<file path="config.mk">
export PLATFORM = sky130hd
export DESIGN_NAME = iter_divider_flat
export DESIGN_NICKNAME = d
export VERILOG_FILES = /design/src/rtl/iter_divider_if.sv /design/src/rtl/iter_divider.sv /design/src/flat_wrapper.sv
export SDC_FILE = /design/constraint.sdc
export NUM_CORES = 1
export LEC_CHECK = 0
export CAP_MARGIN = 15
export CORE_MARGIN = 2
export CORE_UTILIZATION = 40
export CTS_BUF_LIST = sky130_fd_sc_hd__clkbuf_16
export CTS_CLUSTER_DIAMETER = 40
export CTS_CLUSTER_SIZE = 30
export DETAILED_ROUTE_END_ITERATION = 12
export PLACE_DENSITY = 0.67
export SYNTH_ARGS = -nofsm -noshare
export SYNTH_HDL_FRONTEND = slang
export SYNTH_SLANG_ARGS = --single-unit
export TNS_END_PERCENT = 10
</file>
<file path="constraint.sdc">
create_clock -name clk -period 6.66 [get_ports clk]
set_input_delay 1.332 -clock clk [delete_from_list [all_inputs] [get_ports clk]]
set_output_delay 1.332 -clock clk [all_outputs]
set_load 0.01 [all_outputs]
</file>
<file path="src/rtl/iter_divider_if.sv">
// Handshake and operand bundle between the execute stage and the iterative divider.
// Width defaults to 64 and is overridden per instance for 32-bit cores.
interface iter_divider_if #(
  parameter int WIDTH = 64
);
  logic             Start;
  logic             Flush;
  logic [WIDTH-1:0] A;
  logic [WIDTH-1:0] B;
  logic             W64;
  logic [2:0]       Funct3;
  logic             Busy;
  logic             Done;
  logic [WIDTH-1:0] Result;

  modport master (
    output Start, Flush, A, B, W64, Funct3,
    input  Busy, Done, Result
  );

  modport slave (
    input  Start, Flush, A, B, W64, Funct3,
    output Busy, Done, Result
  );
endinterface

</file>
<file path="src/rtl/iter_divider.sv">
// Radix-2 restoring divider for div/divu/rem/remu and the RV64 W-forms, one quotient bit per cycle.
// Optional leading-zero early termination is enabled by defining DIV_EARLY_TERM_EN.
module iter_divider #(
  parameter int WIDTH = 64,
  parameter int LOGW  = $clog2(WIDTH) + 1
) (
  input  logic         clk,
  input  logic         reset,
  iter_divider_if.slave bus
);

  typedef enum logic [1:0] {S_IDLE, S_BUSY, S_DONE} state_e;

  state_e           state_q, state_d;
  logic [LOGW-1:0]  cnt_q, cnt_d;
  logic [WIDTH-1:0] r_q, r_d;
  logic [WIDTH-1:0] q_q, q_d;
  logic [WIDTH-1:0] d_q, d_d;
  logic             neg_q_q, neg_q_d;
  logic             neg_r_q, neg_r_d;
  logic             rem_sel_q, rem_sel_d;
  logic             w_q, w_d;
  logic [WIDTH-1:0] result_q, result_d;

  logic             signed_op, w_op, div_zero, last_iter;
  logic [WIDTH-1:0] a_ext, b_ext, a_mag, b_mag, a_aligned, q_init;
  logic [LOGW-1:0]  n_iter, lz, k_iter;
  logic [WIDTH:0]   rem_shift;
  logic [WIDTH+1:0] trial;
  logic             borrow;
  logic [WIDTH-1:0] r_next, q_next, q_fix, r_fix;
  logic             unused_funct3;

  assign unused_funct3 = bus.Funct3[2];

  function automatic logic [WIDTH-1:0] w_fix(input logic [WIDTH-1:0] v, input logic w);
    return w ? WIDTH'($signed(v[31:0])) : v;
  endfunction

`ifdef DIV_EARLY_TERM_EN
  // Zeros above the first set bit; capped so at least one iteration always runs.
  function automatic logic [LOGW-1:0] lead_zeros(input logic [WIDTH-1:0] x, input logic [LOGW-1:0] n);
    logic [LOGW-1:0] cnt;
    logic            found;
    cnt   = '0;
    found = 1'b0;
    for (int i = WIDTH - 1; i >= 0; i--) begin
      if (x[i]) found = 1'b1;
      else if (!found) cnt = cnt + 1'b1;
    end
    if (cnt >= n) cnt = n - 1'b1;
    return cnt;
  endfunction
`endif

  // Operand preparation, evaluated in the latch cycle.
  always_comb begin
    signed_op = ~bus.Funct3[0];
    w_op      = (WIDTH == 64) && bus.W64;
    if (w_op) begin
      a_ext = signed_op ? WIDTH'($signed(bus.A[31:0])) : WIDTH'(bus.A[31:0]);
      b_ext = signed_op ? WIDTH'($signed(bus.B[31:0])) : WIDTH'(bus.B[31:0]);
    end else begin
      a_ext = bus.A;
      b_ext = bus.B;
    end
    a_mag     = (signed_op && a_ext[WIDTH-1]) ? -a_ext : a_ext;
    b_mag     = (signed_op && b_ext[WIDTH-1]) ? -b_ext : b_ext;
    div_zero  = (b_ext == '0);
    n_iter    = w_op ? LOGW'(32) : LOGW'(WIDTH);
    // Park the N significant dividend bits at the top of Q so they shift into R first.
    a_aligned = a_mag << (LOGW'(WIDTH) - n_iter);
`ifdef DIV_EARLY_TERM_EN
    lz        = lead_zeros(a_aligned, n_iter);
`else
    lz        = '0;
`endif
    k_iter    = n_iter - lz;
    q_init    = a_aligned << lz;
  end

  // One restoring step; R never exceeds D-1, so WIDTH bits hold it between steps
  // while the shifted value and the trial difference carry the extra borrow bits.
  always_comb begin
    rem_shift = {r_q, q_q[WIDTH-1]};
    trial     = {1'b0, rem_shift} - {2'b00, d_q};
    borrow    = trial[WIDTH+1];
    r_next    = borrow ? rem_shift[WIDTH-1:0] : trial[WIDTH-1:0];
    q_next    = {q_q[WIDTH-2:0], ~borrow};
    q_fix     = neg_q_q ? -q_next : q_next;
    r_fix     = neg_r_q ? -r_next : r_next;
    last_iter = (cnt_q == LOGW'(1));
  end

  // FSM: state register.
  // NOTE: sequential state uses non-blocking assignments so every flop samples pre-edge values.
  always_ff @(posedge clk) begin
    if (reset) state_q <= S_IDLE;
    else       state_q <= state_d;
  end

  // FSM: next state.
  always_comb begin
    state_d = state_q;
    unique case (state_q)
      S_IDLE:  if (bus.Start) state_d = div_zero ? S_DONE : S_BUSY;
      S_BUSY:  if (last_iter) state_d = S_DONE;
      S_DONE:  state_d = S_IDLE;
      default: state_d = S_IDLE;
    endcase
    if (bus.Flush) state_d = S_IDLE;
  end

  // FSM: outputs.
  always_comb begin
    bus.Busy = (state_q == S_BUSY);
    bus.Done = (state_q == S_DONE) && !bus.Flush;
  end

  assign bus.Result = result_q;

  // Datapath next values.
  // NOTE: every signal written here gets a default first, so no latches are inferred.
  always_comb begin
    cnt_d     = cnt_q;
    r_d       = r_q;
    q_d       = q_q;
    d_d       = d_q;
    neg_q_d   = neg_q_q;
    neg_r_d   = neg_r_q;
    rem_sel_d = rem_sel_q;
    w_d       = w_q;
    result_d  = result_q;
    if (!bus.Flush) begin
      unique case (state_q)
        S_IDLE: if (bus.Start) begin
          cnt_d     = k_iter;
          r_d       = '0;
          q_d       = q_init;
          d_d       = b_mag;
          neg_q_d   = signed_op & (a_ext[WIDTH-1] ^ b_ext[WIDTH-1]);
          neg_r_d   = signed_op & a_ext[WIDTH-1];
          rem_sel_d = bus.Funct3[1];
          w_d       = w_op;
          if (div_zero) result_d = w_fix(bus.Funct3[1] ? a_ext : '1, w_op);
        end
        S_BUSY: begin
          cnt_d = cnt_q - 1'b1;
          r_d   = r_next;
          q_d   = q_next;
          if (last_iter) result_d = w_fix(rem_sel_q ? r_fix : q_fix, w_q);
        end
        default: ;
      endcase
    end
  end

  always_ff @(posedge clk) begin
    if (reset) begin
      cnt_q     <= '0;
      r_q       <= '0;
      q_q       <= '0;
      d_q       <= '0;
      neg_q_q   <= 1'b0;
      neg_r_q   <= 1'b0;
      rem_sel_q <= 1'b0;
      w_q       <= 1'b0;
      result_q  <= '0;
    end else begin
      cnt_q     <= cnt_d;
      r_q       <= r_d;
      q_q       <= q_d;
      d_q       <= d_d;
      neg_q_q   <= neg_q_d;
      neg_r_q   <= neg_r_d;
      rem_sel_q <= rem_sel_d;
      w_q       <= w_d;
      result_q  <= result_d;
    end
  end

endmodule
</file>
<file path="src/flat_wrapper.sv">
// flat-port wrapper written by rule: the top's interface ports become plain ports
module iter_divider_flat 
#(
  parameter int WIDTH = 64,
  parameter int LOGW  = $clog2(WIDTH) + 1
)
  (clk, reset, bus_Start, bus_Flush, bus_A, bus_B, bus_W64, bus_Funct3, bus_Busy, bus_Done, bus_Result);
  iter_divider_if #(.WIDTH(WIDTH)) bus_i ();
  input  logic clk;
  input  logic reset;
  input wire logic [$bits(bus_i.Start)-1:0] bus_Start;
  input wire logic [$bits(bus_i.Flush)-1:0] bus_Flush;
  input wire logic [$bits(bus_i.A)-1:0] bus_A;
  input wire logic [$bits(bus_i.B)-1:0] bus_B;
  input wire logic [$bits(bus_i.W64)-1:0] bus_W64;
  input wire logic [$bits(bus_i.Funct3)-1:0] bus_Funct3;
  output wire logic [$bits(bus_i.Busy)-1:0] bus_Busy;
  output wire logic [$bits(bus_i.Done)-1:0] bus_Done;
  output wire logic [$bits(bus_i.Result)-1:0] bus_Result;
  assign bus_i.Start = bus_Start;
  assign bus_i.Flush = bus_Flush;
  assign bus_i.A = bus_A;
  assign bus_i.B = bus_B;
  assign bus_i.W64 = bus_W64;
  assign bus_i.Funct3 = bus_Funct3;
  assign bus_Busy = bus_i.Busy;
  assign bus_Done = bus_i.Done;
  assign bus_Result = bus_i.Result;
  iter_divider #(.WIDTH(WIDTH), .LOGW(LOGW)) u_core (.clk(clk), .reset(reset), .bus(bus_i));
endmodule
</file>
==> results.py <==
metrics = {
    "run_status": {
        "status": "complete, no violations",
    },
    "sta": {
        "max_freq_mhz": 163,
        "fin_hold_ws_ns": 0.453,
        "post-route-period-util_pct": 92.3,
        "fin_skew_ns": 0.0515,
        "layout_setup_ws_ns": 0.514,
        "setup_viol": 0,
        "tightest_slew_ns": 1.17,
        "rsz0062_at_grt": "false",
        "setup_tns_ns": 0,
        "post-route-min-period_ns": 6.15,
        "slew_headroom_pct": 21.5,
        "slew_violations": 0,
        "finalHoldViolCount": 0,
    },
    "logic_synthesis": {
        "ys_ff_latch": 269,
        "seq_area_frac_synth_pct": 22.4,
        "syn_area_um2": 24000,
        "syn-num-nets": 3671,
        "synth-warning-count": 0,
        "synth-edff-count": 0,
        "synthTopCellsByArea": "dfxtp_1 22%, nor2_1 7.3%, a21oi_1 6.5%, nand2_1 6.0%, o21ai_0 4.8%",
        "synthCells": 3464,
        "postSynthAreaPerCell_um2": 6.93,
        "synth_top_area_share_pct": 22.4,
        "synth_top_area_cell": "dfxtp_1",
        "async_flop_share_pct": 0,
        "ys_types": 92,
        "ys.flop_type": "dfxtp_1",
    },
    "layout": {
        "final_core_util_pct": 47.7,
        "layout-area-overhead-vs-synth_pct": 17.6,
        "finalNetCount": 3728,
        "antenna_cells": 0,
        "stdcell_count": 4333,
        "fillers": 6025,
        "drive_gt1_share_pct": 5.56,
    },
    "cts": {
        "cts_num_sinks": 269,
        "cts_hold_buf": 0,
        "clkLatencyLatePin_ns": 0.63,
        "numCtsBuffers": 47,
        "clk_pin_slew_ns": 0.06,
        "cts_root_buf": "clkbuf_16",
        "cts_tree": "done",
        "htree_levels": 2,
        "clockBufferDepth": 3,
    },
    "detailed_routing": {
        "vias": 27800,
        "post_drt_via_cell_ratio": 6.41,
        "drc": 0,
        "drt-total-wl_mm": 99.6,
        "drt_iter0_drc": 3875,
        "dr.pass1.iters": 9,
        "wl_per_cell_um": 23.0,
        "drtAntennaViolNets": 0,
    },
    "worst_hold_path": {
        "min_path_cells": 2,
        "min_from": "u_core.d_q[40]",
        "worstHoldPathType": "flip-flop to flip-flop",
        "hold_end": "u_core.d_q[40]",
    },
    "place": {
        "gp_congestion": 0.978,
        "dp_hpwl_mm": 75.5,
        "numPortBuffers": 200,
        "post-place-cells": 4245,
        "preCtsSetupSlack_ns": 0.537,
    },
    "setup_path": {
        "end_kind": "flip-flop",
        "slowest_stage": "or4b_2",
        "setup.worst_path.start": "u_core.r_q[22]",
        "critPathMaxStageDelay_ns": 0.63,
        "cpMostUsedCell": "ha_1",
        "r2r_setup_slack_ns": 0.51,
        "worstPathArrival_ns": 6.69,
        "r2r_start": "u_core.r_q[22]",
        "r2r_cells": 17,
        "crit_type": "flip-flop to flip-flop",
        "crit_fanout": 12,
        "crit_chain": "ha_1, nand4_1, nor2_1, o2111a_1, o31a_1, o21ai_1, nand2_4, mux2i_1, ha_1, or4b_2, or2_2, o41a_1, or3_4, o41ai_4, xor2_1, nand3_1, a311oi_2",
        "start_kind": "flip-flop",
        "r2r-end": "u_core.bus.Result[50]",
        "crit_required_ns": 7.20,
    },
    "power_and_ir_drop": {
        "powerDensity_nw_per_um2": 202,
        "ir_drop_mv": 0.215,
        "clkPwrFrac_pct": 46.0,
        "power.leakage_uw": 0.0104,
        "combPwrFrac_pct": 23.6,
        "p_seq_share_pct": 30.4,
        "swShare_pct": 34.2,
        "intPower_uw": 3750,
        "power_switching_uw": 1950,
    },
    "die": {
        "rows": 89,
        "dieArea_um2": 62000,
        "initial_utilization_pct": 40.6,
        "io_pins": 202,
        "die_h_um": 249,
        "core_um2": 59100,
        "fp.dieW_um": 249,
    },
    "grt": {
        "grt-ovfl-total": 0,
        "grt_pass1_vias": 24900,
        "grt_usage_pct": 30.6,
        "grt_max_degree": 223,
        "antenna_found_initial": 1,
        "grt_first_pass_wirelength_mm": 150,
    },
    "run": {
        "max-cap-violations": 0,
    },
}
## layout make-up
class	count	area, um2	area share (%)
clock buffer	47	1180	4.17
inverter	107	402	1.42
clock inverter	41	527	1.87
timing repair buffer	256	2450	8.67
tap	773	967	3.43
sequential	269	5390	19.1
multi-input combinational	2840	17300	61.4
## through the flow
step,cell area [um2],power [uW]
floorplan,24000,2590
global route,28200,5880
finish,28200,5700
CTS,28200,5660
global placement,26500,3050
detailed placement,26500,3060
## cells by family after synthesis
| group | Yosys count | synth area share (%) |
|---|---|---|
| AOI/OAI and AO/OA | 1150 | 31.8 |
| xor gates and xnor gates | 241 | 8.79 |
| adders and majority gates | 71 | 3.73 |
| buffers and inverters | 355 | 5.69 |
| DFF | 269 | 22.4 |
| muxes | 40 | 1.70 |
| and+or+nand+nor | 1338 | 25.8 |
## synthesized netlist by cell type, drive strengths merged, types with 10 or more instances
cell type	instances
and3	20
o21a	23
xor2	119
nor3	123
o31ai	57
ha	70
nand2b	23
buf	35
o41ai	29
o21bai	19
nor2	466
or3	49
nand4	42
o21ai	243
a22oi	42
a221oi	28
a21oi	311
o211ai	70
a31oi	34
clkbuf	213
a21o	30
a211oi	65
inv	106
or4	35
nor4	59
and2	16
mux2i	34
nand3	51
a2111oi	13
a222oi	12
or2	18
nand2	384
o221ai	25
xnor2	122
and4	11
o211a	10
a311oi	45
dfxtp	269
## power groups by stage
stage                     sequential, uW  clock [uW]  combinational [uW]
after floorplan                     1750           0                 841
final                               1740        2620                1340
after CTS                           1730        2630                1300
after global routing                1740        2700                1450
after global placement              1760           0                1290
after detailed placement            1770           0                1300
## layer usage
layer	share of wire [%]	GRT usage (%)	wire length, um	up-vias
met5	0.013	0	13	-
met4	5.2	14.2	5170	2
met3	10	5.50	10100	273
met2	43	46.8	42800	1533
met1	42	41.8	41600	13000
li1	-	-	-	12900
## worst max path at each step
| stage | cells past startpoint | end | slack (ns) |
|---|---|---|---|
| 6_report | 17 | u_core.bus.Result[50] | 0.51 |
| 5_1_grt | 22 | u_core.bus.Result[48] | 0.006 |
| 4_1_cts | 18 | u_core.bus.Result[50] | 0.51 |
| 3_5_place_dp | 18 | u_core.bus.Result[50] | 0.54 |
| 3_3_place_gp | 18 | u_core.bus.Result[50] | 0.60 |
| 2_1_floorplan | 24 | u_core.bus.Result[50] | 0.49 |
## sequential cells by signal (all words and copies together) (netlist names)
register / cells
u_core.w_q: 1
u_core.r_q: 64
u_core.q_q: 64
u_core.cnt_q: 7
u_core.state_q: 2
u_core.neg_r_q: 1
u_core.d_q: 64
u_core.bus.Result: 64
u_core.neg_q_q: 1
u_core.rem_sel_q: 1
## placed cells by master (no fill, tap or decap), drive strengths merged, types with 13 or more instances in the layout
cell,count
a2111oi,13
a211oi,65
a21o,30
a21oi,311
a221oi,28
a22oi,42
a311oi,45
a31oi,34
and2,16
and3,20
buf,57
clkbuf,48
clkdlybuf4s50,198
dfxtp,269
ha,70
inv,126
mux2i,34
nand2,384
nand2b,23
nand3,51
nand4,42
nor2,466
nor3,123
nor4,59
o211ai,70
o21a,23
o21ai,243
o21bai,19
o221ai,25
o31ai,57
o41ai,29
or2,18
or3,49
or4,35
xnor2,122
xor2,119
## critical path, delay by kind of cell (launching register included)
kind,cells,cell delay [ns]
AO/OA/AOI/OAI,6,1.91
flip-flops,1,0.40
XOR/XNOR,1,0.23
multiplexers,1,0.30
adder cells (fa/ha/maj),2,0.83
AND/OR/NAND/NOR,7,2.41
## timing repair
item,CTS,global route
endpoints found under the setup margin,0,8
resized for setup,0,2
buffers inserted,0,0
Note: power is estimated with default switching activity, not from simulation.
